[config.mk]
export PLATFORM = sky130hd
export DESIGN_NAME = id_ex_pipeline_register
export DESIGN_NICKNAME = d
export VERILOG_FILES = /design/src/rtl/id_ex_pipeline_register_pkg.sv /design/src/rtl/id_ex_pipeline_register_load_use_detector.sv /design/src/rtl/id_ex_pipeline_register.sv
export SDC_FILE = /design/constraint.sdc
export NUM_CORES = 1
export LEC_CHECK = 0
export ABC_AREA = 1
export ABC_CLOCK_PERIOD_IN_PS = 3000
export CAP_MARGIN = 40
export CORE_UTILIZATION = 47
export CTS_BUF_LIST = sky130_fd_sc_hd__clkbuf_2 sky130_fd_sc_hd__clkbuf_4 sky130_fd_sc_hd__clkbuf_8
export CTS_CLUSTER_SIZE = 40
export DETAILED_ROUTE_END_ITERATION = 10
export PLACE_DENSITY = 0.95
export REMOVE_ABC_BUFFERS = 1
export SLEW_MARGIN = 5
export SYNTH_ARGS = -nofsm -noshare
export SYNTH_HDL_FRONTEND = slang
export SYNTH_SLANG_ARGS = --single-unit
[constraint.sdc]
create_clock -name clk -period 3 [get_ports clk]
set_input_delay 0.9 -clock clk [delete_from_list [all_inputs] [get_ports clk]]
set_output_delay 0.9 -clock clk [all_outputs]
set_load 0.01 [all_outputs]
[src/rtl/id_ex_pipeline_register_pkg.sv]
// Shared definitions for the ID/EX pipeline register: control bundle layout,
// ALU opcodes, addressing modes and the bubble encoding.
package id_ex_pipeline_register_pkg;

  localparam int unsigned CTRL_W       = 14;
  localparam int unsigned REG_IDX_W    = 4;
  localparam int unsigned COND_W       = 4;
  localparam int unsigned SHIFTER_W    = 12;
  localparam int unsigned BUBBLE_CNT_W = 16;

  typedef enum logic [3:0] {
    ALU_AND = 4'd0,  ALU_EOR = 4'd1,  ALU_SUB = 4'd2,  ALU_RSB = 4'd3,
    ALU_ADD = 4'd4,  ALU_ADC = 4'd5,  ALU_SBC = 4'd6,  ALU_RSC = 4'd7,
    ALU_TST = 4'd8,  ALU_TEQ = 4'd9,  ALU_CMP = 4'd10, ALU_CMN = 4'd11,
    ALU_ORR = 4'd12, ALU_MOV = 4'd13, ALU_BIC = 4'd14, ALU_MVN = 4'd15
  } alu_op_e;

  typedef enum logic [1:0] {
    ADDR_IMM       = 2'd0,
    ADDR_REG       = 2'd1,
    ADDR_REG_SHIFT = 2'd2,
    ADDR_OFFSET    = 2'd3
  } addr_mode_e;

  // Field order fixes the bit positions: reg_write_enable is bit 13, addressing_mode is [1:0].
  typedef struct packed {
    logic       reg_write_enable;
    logic       mem_enable;
    logic       mem_rw;
    logic       mem_to_reg_select;
    logic       alu_source_select;
    logic       status_bit;
    alu_op_e    alu_operation;
    logic       pc_source_select;
    logic       mem_size;
    addr_mode_e addressing_mode;
  } ctrl_t;

  localparam logic [CTRL_W-1:0]       CTRL_BUBBLE    = '0;
  localparam logic [BUBBLE_CNT_W-1:0] BUBBLE_CNT_MAX = '1;

endpackage

[src/rtl/id_ex_pipeline_register_load_use_detector.sv]
// Combinational load-use hazard compare between the load in EX and the
// instruction waiting in ID.
module load_use_detector
  import id_ex_pipeline_register_pkg::*;
(
  input  logic                 reset,
  input  logic                 flush,
  input  logic                 id_valid,
  input  logic                 ex_valid,
  input  logic                 ex_reg_write,
  input  logic                 ex_mem_enable,
  input  logic                 ex_mem_rw,
  input  logic                 ex_mem_to_reg,
  input  logic [REG_IDX_W-1:0] ex_rd,
  input  logic [REG_IDX_W-1:0] id_rn,
  input  logic [REG_IDX_W-1:0] id_rm,
  input  logic                 id_uses_rm,
  output logic                 load_use_stall
);

  logic ex_is_load;
  logic reg_match;

  // Rn is always compared, even when the ID instruction ignores it.
  always_comb begin
    ex_is_load     = ex_valid && ex_reg_write && ex_mem_enable && !ex_mem_rw && ex_mem_to_reg;
    reg_match      = (ex_rd == id_rn) || (id_uses_rm && (ex_rd == id_rm));
    load_use_stall = !reset && !flush && id_valid && ex_is_load && reg_match;
  end

endmodule

[src/rtl/id_ex_pipeline_register.sv]
// ID/EX pipeline register with flush, hold, load-use bubble insertion and a
// saturating bubble counter.
module id_ex_pipeline_register
  import id_ex_pipeline_register_pkg::*;
#(
  parameter int unsigned DATA_W = 32
) (
  input  logic                    clk,
  input  logic                    reset,
  input  logic                    id_valid,
  input  logic [CTRL_W-1:0]       id_ctrl,
  input  logic [COND_W-1:0]       id_cond,
  input  logic [REG_IDX_W-1:0]    id_rn,
  input  logic [REG_IDX_W-1:0]    id_rm,
  input  logic                    id_uses_rm,
  input  logic [REG_IDX_W-1:0]    id_rd,
  input  logic [DATA_W-1:0]       id_rn_data,
  input  logic [DATA_W-1:0]       id_rm_data,
  input  logic [SHIFTER_W-1:0]    id_shifter,
  input  logic [DATA_W-1:0]       id_pc,
  input  logic                    ex_hold,
  input  logic                    flush,
  output logic                    ex_valid,
  output logic [CTRL_W-1:0]       ex_ctrl,
  output logic [COND_W-1:0]       ex_cond,
  output logic [REG_IDX_W-1:0]    ex_rn,
  output logic [REG_IDX_W-1:0]    ex_rm,
  output logic [REG_IDX_W-1:0]    ex_rd,
  output logic [DATA_W-1:0]       ex_rn_data,
  output logic [DATA_W-1:0]       ex_rm_data,
  output logic [DATA_W-1:0]       ex_pc,
  output logic [SHIFTER_W-1:0]    ex_shifter,
  output logic                    load_use_stall,
  output logic [BUBBLE_CNT_W-1:0] bubble_count
);

  ctrl_t                   ex_ctrl_q;
  logic                    update;
  logic                    take_id;
  logic                    stall_bubble;
  logic [BUBBLE_CNT_W-1:0] bubble_count_nxt;

  assign ex_ctrl = ex_ctrl_q;

  load_use_detector u_load_use_detector (
    .reset          (reset),
    .flush          (flush),
    .id_valid       (id_valid),
    .ex_valid       (ex_valid),
    .ex_reg_write   (ex_ctrl_q.reg_write_enable),
    .ex_mem_enable  (ex_ctrl_q.mem_enable),
    .ex_mem_rw      (ex_ctrl_q.mem_rw),
    .ex_mem_to_reg  (ex_ctrl_q.mem_to_reg_select),
    .ex_rd          (ex_rd),
    .id_rn          (id_rn),
    .id_rm          (id_rm),
    .id_uses_rm     (id_uses_rm),
    .load_use_stall (load_use_stall)
  );

  // Edge decode: flush beats hold, hold beats the load-use bubble.
  always_comb begin
    update           = flush || !ex_hold;
    take_id          = !flush && !ex_hold && !load_use_stall && id_valid;
    stall_bubble     = !flush && !ex_hold && load_use_stall;
    bubble_count_nxt = bubble_count;
    if (stall_bubble && (bubble_count != BUBBLE_CNT_MAX)) begin
      bubble_count_nxt = bubble_count + BUBBLE_CNT_W'(1);
    end
  end

  always_ff @(posedge clk) begin
    if (reset) begin
      ex_valid   <= 1'b0;
      ex_ctrl_q  <= ctrl_t'(CTRL_BUBBLE);
      ex_cond    <= '0;
      ex_rn      <= '0;
      ex_rm      <= '0;
      ex_rd      <= '0;
      ex_rn_data <= '0;
      ex_rm_data <= '0;
      ex_pc      <= '0;
      ex_shifter <= '0;
    end else if (update) begin
      if (take_id) begin
        ex_valid   <= 1'b1;
        ex_ctrl_q  <= ctrl_t'(id_ctrl);
        ex_cond    <= id_cond;
        ex_rn      <= id_rn;
        ex_rm      <= id_rm;
        ex_rd      <= id_rd;
        ex_rn_data <= id_rn_data;
        ex_rm_data <= id_rm_data;
        ex_pc      <= id_pc;
        ex_shifter <= id_shifter;
      end else begin
        ex_valid   <= 1'b0;
        ex_ctrl_q  <= ctrl_t'(CTRL_BUBBLE);
        ex_cond    <= '0;
        ex_rn      <= '0;
        ex_rm      <= '0;
        ex_rd      <= '0;
        ex_rn_data <= '0;
        ex_rm_data <= '0;
        ex_pc      <= '0;
        ex_shifter <= '0;
      end
    end
  end

  always_ff @(posedge clk) begin
    if (reset) begin
      bubble_count <= '0;
    end else begin
      bubble_count <= bubble_count_nxt;
    end
  end

endmodule

# Word level (Yosys, flattened, before mapping)
# Cells that the tools add are included.
dict set report word_totals {
  reg_bits 155
  latchBits 0
  mem_bits_rw 0
  rom_bits 0
  inputBits 144
  out_inout_bits 156
  word_cells 55
  mem_count 0
}
dict set report op_classes {
  addsub 1
  multipliers 0
  n_div 0
  magnitude_cmp 0
  eq_ne 3
  n_shift 0
  n_mux 10
  bitwise 0
  reduce_logical 21
}
# op n
set op_table {}
lappend op_table {{two-way mux 32 bit} 3}
lappend op_table {{adder 16 x 1 -> 16 bit (second input constant)} 1}
lappend op_table {{two-way mux 4 bit} 4}
lappend op_table {{inequality test 16 bit (second input constant)} 1}
lappend op_table {{logical AND 1 bit} 14}
lappend op_table {{two-way mux 14 bit} 1}
lappend op_table {{two-way mux 12 bit} 1}
lappend op_table {{== test 4 bit} 2}
lappend op_table {{logical NOT 1 bit} 5}
lappend op_table {{logical OR 1 bit} 2}
lappend op_table {{two-way mux 1 bit} 1}

# Depth between registers and ports, before layout
# Gate-level depths: netlist (run 1).
dict set report depth {
  ltp_word 10
  mapped_depth 11
  depth_no_buf 11
}

# Cells and area by module
# Synthesis (run 1) repeated with hierarchy kept, for this count alone.
dict set report hier_totals {
  hier_cells 802
  area_unflattened_um2 5911.9
}
# mod n_inst cells_each area_per_inst_um2 seq_area_each_um2
set modules_own_cells {}
lappend modules_own_cells {id_ex_pipeline_register 1 757 5728.0 3103.0}
lappend modules_own_cells {load_use_detector 1 45 183.9 0.0}

# Least setup slack after synthesis (run 1)
# OpenSTA, ideal clock, no wires.
dict set report synth_path {
  path_type {input to output}
  startpoint {in id_rm[0]}
  endpoint {out load_use_stall}
  arrival_time_ps 1638
  required_time_ps 2100
  slack_ps 462
  path_stages 9
  n_path_buf 1
  path_cell_list {inv_1 nand2_1 nand2_1 nor2_1 nand3_1 nand2_4 nand2_4 buf_2 inv_1}
}
dict set report synth_via {
  elab_chain_len 4
}
# element line
set synth_rtl {}
lappend synth_rtl {{start: declaration} id_ex_pipeline_register.sv:14} ;# input logic [REG_IDX_W-1:0] id_rm,
lappend synth_rtl {{== test 4 bit} id_ex_pipeline_register_load_use_detector.sv:27} ;# reg_match = (ex_rd == id_rn) || (id_uses_rm && (ex_rd == id_rm));
lappend synth_rtl {{logical AND 1 bit} id_ex_pipeline_register_load_use_detector.sv:27}
lappend synth_rtl {{logical OR 1 bit} id_ex_pipeline_register_load_use_detector.sv:27}
lappend synth_rtl {{logical AND 1 bit} id_ex_pipeline_register_load_use_detector.sv:28} ;# load_use_stall = !reset && !flush && id_valid && ex_is_load && reg_match;
lappend synth_rtl {{end: declaration} id_ex_pipeline_register.sv:33} ;# output logic load_use_stall,
# No other way between the ends.

# Worst setup path after layout (run 1)
dict set report layout_path {
  startpoint {in id_rn[3]}
  endpoint {out load_use_stall}
}
dict set report layout_via {
  elab_chain_len 3
}
# element line
set layout_rtl {}
lappend layout_rtl {{start: declaration} id_ex_pipeline_register.sv:13} ;# input logic [REG_IDX_W-1:0] id_rn,
lappend layout_rtl {{== test 4 bit} id_ex_pipeline_register_load_use_detector.sv:27}
lappend layout_rtl {{logical OR 1 bit} id_ex_pipeline_register_load_use_detector.sv:27}
lappend layout_rtl {{logical AND 1 bit} id_ex_pipeline_register_load_use_detector.sv:28}
# No other way between the ends.

==> impl_metrics.ini, run 1 <==
[cts]
cts_tree = yes
htree_levels = 4
insertion_delay_ns = 0.44
root_buffer = clkbuf_8
cts.sinks = 155
numCtsBuffers = 17
cts_buffer_depth = 2
cts.clk_slew.worst_paths_ns = 0.08
cts_setup_buffers = 0

[drt]
ant_nets = 0
viasPerCell = 5.29
dr_total_vias = 6776
drtIter0Drc = 560
drt-total-wl_um = 21500
first_pass_iters = 5
wire_per_inst_um = 16.8
drcViolationCount = 0

[synthesis]
ys_seq_area_frac = 0.450
synth_area_mm2 = 0.00690
synth.avg_cell_area_um2 = 8.50
synthCells = 811
synth-seq-cells = 155
yosys_warnings = 0
ys_types = 24

[layout]
multi_input_area_mm2 = 0.00326
nNetsFinal = 1233
design_area_mm2 = 0.0104
num-fill-cells = 982
seq_area_mm2 = 0.00310
area_delta_synth_final_pct = 50.6
drive_above_1_share = 0.175

[timing]
hold_viol_final = 0
max_freq_ghz = 0.341
post-route-min-period_ns = 2.94
fin_skew_ns = 0.0113
slew_viol_final = 0
rsz0062_at_grt = false
finalCritPeriodShare = 0.978
slew_headroom = 0.441
finalSetupViolCount = 0
tns_ns = 0
worst-slew-pin-transition_ns = 0.838

[global_route]
antenna_found_initial = 1
grt-ovfl-total = 0
grt_max_degree = 77
grt_usage = 0.277
grt_pass1_vias = 6583
grt_first_pass_wirelength_um = 32700

[worst_setup_path]
required_ns = 2.10
path_max_fanout = 2
critPathLaunchType = primary input
end_kind = output pin
cp_data_arrival_time_ns = 2.04
crit_type = in -> out

[place]
dp.final_hpwl_um = 14700
gp_congestion = 0.847
portBuffers = 299
place_area_mm2 = 0.00997

[outcome]
outcome = finished, final reports clean

[floorplanning]
coreArea_mm2 = 0.0141
die_h_um = 123
ios = 300
start_util = 0.489
dieWidth_um = 123
dieArea_mm2 = 0.0152
rows = 43

[pwr]
p_leak_nw = 3.45
power-per-cell-area_mw_per_mm2 = 408
ir_drop_uv = 468

[run]
max-cap-violations = 0

[min_path]
hp-class = reg -> reg
==> synth_stat cells <==
cell      instances  share of area
buf_6             1         0.0016
inv_1            18         0.0098
buf_8             2         0.0044
xor2_1            7         0.0089
o21ai_0           1        0.00072
buf_12            9          0.026
nand2_4           2         0.0033
nand3_1          48          0.035
xnor2_1           6         0.0076
inv_2             1        0.00054
dfxtp_1         155           0.45
nand4_1          18          0.016
a21oi_1         133          0.097
buf_2            22          0.016
nand3_2         101           0.15
nand2_1         197           0.11
nor2_1           28          0.015
nor2_2            3         0.0027
clkbuf_1         32          0.017
nor3b_2           1         0.0018
ha_1              1         0.0018
buf_4             4         0.0044
nand2_2           1        0.00091
a21oi_2          20          0.025
==> report_power, final <==
group          internal, W  switching, W
Clock             0.000812      0.000784
Sequential         0.00209     0.0000219
Combinational     0.000302      0.000228
==> critical path: stages <==
cell and delay [ns]:
clkdlybuf4s50_1 0.45, xor2_1 0.15, nor2_1 0.12, nand2_2 0.08, nand2_4 0.10, nand2_8 0.05
inv_1 0.05, buf_4 0.13
==> logic make-up after synthesis <==
kind of cell             after synthesis  share of synthesized area
AND/OR/NAND/NOR                      399                      0.329
flip-flops                           155                      0.450
AO/OA/AOI/OAI                        154                      0.123
buffers and inverters                 89                     0.0802
XOR/XNOR                              13                     0.0165
adder cells (fa/ha/maj)                1                    0.00181
==> worst paths after layout <==
check	start	to	slack (ns)	cells past startpoint
worst max register to register	ex_rd[3]	ex_rm_data[28]	0.66	11
worst min-delay path	ex_shifter[11]	ex_shifter[11]	0.46	2
worst min register to register	ex_shifter[11]	ex_shifter[11]	0.46	2
worst max-delay path	id_rn[3]	load_use_stall	0.06	8
==> per-stage QoR <==
step           std cells  hold slack (ns)   util  power [W]  worst slack [ns]
3_5_place_dp        1249            0.454  0.707    0.00269            -0.534
2_1_floorplan        741            0.484      -    0.00232             -4.88
3_3_place_gp        1248            0.450  0.705    0.00268            -0.492
4_1_cts             1281            0.467  0.735    0.00427           -0.0422
6_report            1282            0.465  0.737    0.00424            0.0649
5_1_grt             1282            0.483  0.737    0.00439           0.00110
==> flip-flops by register name (all words and copies together), names as in the netlist <==
register / flops
ex_rd: 4
ex_cond: 4
ex_rm_data: 32
ex_shifter: 12
ex_ctrl: 14
ex_valid: 1
bubble_count: 16
ex_rn: 4
ex_rn_data: 32
ex_pc: 32
ex_rm: 4
==> layer usage <==
layer	vias up	global-route usage	share of wire
li1	3269	-	-
met1	3194	0.302	0.38
met2	268	0.488	0.51
met3	45	0.0927	0.077
met4	0	0.116	0.029
met5	-	0	0
==> timing repair <==
item / CTS / global route
hold buffers: 0 / 0
pin swaps: 1 / 3
endpoints found under the hold margin: 0 / 0
gates resized for setup: 7 / 7
setup endpoints to repair: 5 / 4
==> layout make-up <==
| class | count | share of cell area |
|---|---|---|
| well taps | 180 | 0.0217 |
| inverters | 19 | 0.00687 |
| flip-flops and latches | 155 | 0.299 |
| multi-input cells | 567 | 0.314 |
| clock inverters | 11 | 0.0113 |
| diodes | 1 | 0.000241 |
| clock buffers | 21 | 0.0272 |
| repair buffers | 328 | 0.320 |
==> layout by cell type (no fill, tap or decap), types with 2 or more instances in the layout <==
cell type	instances
clkinvlp_4	2
clkdlybuf4s50_1	291
bufinv_16	2
clkinv_2	5
nand3_1	48
xnor2_1	6
buf_12	6
inv_1	18
nand3_2	101
buf_4	23
nor2_2	3
dfxtp_1	155
nand4_1	18
nand2_1	197
xor2_1	7
dlymetal6s2s_1	5
a21oi_1	133
a21oi_2	20
nor2_1	27
clkbuf_8	20
Power figures use the tool's default switching activity.
==> inputs of run 2 (changes only) <==
- SKIP_CTS_REPAIR_TIMING: not set -> 1
==> run 2 against run 1 <==
Against the previous run: register-to-register slack barely moved; flip-flop and latch count did not move; routed wire length fell by 0.33%; clock skew barely moved; first-iteration DRC count fell by 0.18%; critical endpoint unchanged; clock power barely moved; via count fell by 0.12%; worst setup slack improved by 0.0022 ns; non-clock buffer count did not move; total power barely moved; sequential share of layout area barely moved.
==> impl_metrics.ini, run 2 (synthesized netlist as in run 1, its figures left out) <==
[outcome]
outcome = finished, final reports clean

[global_route]
grt_max_degree = 77
grt_usage = 0.277
grt_first_pass_wirelength_um = 32700
grt_pass1_vias = 6595
antenna_found_initial = 1
grt-ovfl-total = 0

[min_path]
whs_path_depth = 2
hp-class = reg -> reg

[drt]
drt-total-wl_um = 21400
wire_per_inst_um = 16.7
viasPerCell = 5.28
ant_nets = 0
drtIter0Drc = 559
drcViolationCount = 0
first_pass_iters = 5
dr_total_vias = 6768

[layout]
drive_above_1_share = 0.175
final_util = 0.737
final_cell_mix = clkdlybuf4s50_1 (291), nand2_1 (197), dfxtp_1 (155), a21oi_1 (133), nand3_2 (101)
design_area_mm2 = 0.0104
nNetsFinal = 1233
final_common_cell = clkdlybuf4s50_1
area_delta_synth_final_pct = 50.6
top_regs = ex_pc x32, ex_rm_data x32, ex_rn_data x32

[floorplanning]
start_util = 0.489
ios = 300
coreArea_mm2 = 0.0141
dieArea_mm2 = 0.0152
die_h_um = 123
rows = 43
dieWidth_um = 123

[place]
place_area_mm2 = 0.00997
dp.final_hpwl_um = 14700
gp_congestion = 0.847
portBuffers = 299

[cts]
cts.sinks = 155
numCtsBuffers = 17
insertion_delay_ns = 0.44
root_buffer = clkbuf_8
cts_tree = yes
htree_levels = 4
cts_buffer_depth = 2
cts.clk_slew.worst_paths_ns = 0.08

[worst_setup_path]
crit_type = in -> out
required_ns = 2.10
cp_data_arrival_time_ns = 2.03
path_max_fanout = 2
end_kind = output pin
worstRegToRegCells = 11
critPathLaunchType = primary input

[timing]
fin_skew_ns = 0.0116
hold_viol_final = 0
worst-slew-pin-transition_ns = 0.844
finalCritPeriodShare = 0.978
finalSetupViolCount = 0
post-route-min-period_ns = 2.93
max_freq_ghz = 0.341
slew_viol_final = 0
slew_headroom = 0.438
rsz0062_at_grt = false

[pwr]
total_power_w = 0.00424
seqPwrFrac = 0.499
power_switching_w = 0.00103
p_leak_nw = 3.46
clkPwrFrac = 0.376
intPower_w = 0.00321
p_comb_frac = 0.125
switching_share = 0.244
ir_drop_uv = 465
power-per-cell-area_mw_per_mm2 = 408

[run]
max-cap-violations = 0
-- run 2: changes by cell type in the layout (fill, tap and decap cells not counted), sizes merged --
cell	delta
dlygate4sd2	-1
dlymetal6s2s	+1
-- run 2: metrics by stage --
| step | setup TNS (ns) | setup WS, ns | std cells | hold WS, ns |
|---|---|---|---|---|
| floorplan | -663.53 | -4.88 | 741 | 0.484 |
| global placement | -17.10 | -0.492 | 1248 | 0.450 |
| detailed placement | -18.83 | -0.534 | 1249 | 0.454 |
| CTS | -0.677 | -0.549 | 1281 | 0.467 |
| global route | 0 | 0.00476 | 1282 | 0.483 |
| finish | 0 | 0.0671 | 1282 | 0.465 |
-- run 2: power by group through the flow --
stage / Combinational [W] / Sequential, W / Clock (W)
floorplan: 0.000138 / 0.00218 / 0
global placement: 0.000516 / 0.00216 / 0
detailed placement: 0.000528 / 0.00216 / 0
CTS: 0.000532 / 0.00212 / 0.00162
global route: 0.000565 / 0.00212 / 0.00171
finish: 0.000530 / 0.00212 / 0.00160
-- run 2: final cells by class --
| cell class | count | area [µm²] |
|---|---|---|
| fill | 981 | 3710 |
| timing repair buffer | 328 | 3320 |
| multi-input combinational | 567 | 3260 |
| sequential | 155 | 3100 |
| clock buffer | 21 | 283 |
| tap | 180 | 225 |
| clock inverter | 11 | 118 |
| inverter | 19 | 71.3 |
| antenna | 1 | 2.50 |
-- run 2: worst paths after layout --
path	startpoint	to	slack [ns]
worst max-delay path	id_rn[3]	load_use_stall	0.07
worst min-delay path	ex_shifter[11]	ex_shifter[11]	0.46
worst max register to register	ex_rd[3]	ex_rm_data[28]	0.67
worst min register to register	ex_shifter[11]	ex_shifter[11]	0.46
-- run 2: layer usage --
metal / track usage / vias up / routed length [µm]
met4: 0.116 / 0 / 671
met3: 0.0927 / 45 / 1710
met1: 0.304 / 3173 / 8100
met5: 0 / - / 0
met2: 0.488 / 280 / 10900
li1: - / 3270 / -
-- run 2: worst max-delay path: stages --
cell and delay [ns]:
clkdlybuf4s50_1 0.45, xor2_1 0.15, nor2_1 0.12, nand2_2 0.08, nand2_4 0.10, nand2_8 0.05
inv_1 0.05, buf_4 0.13
==> inputs of run 3 (changes only) <==
- CTS_CLUSTER_SIZE: 40 -> 24
==> results of run 3 <==
No change in the layout: final DEF, timing and power equal those of run 2.
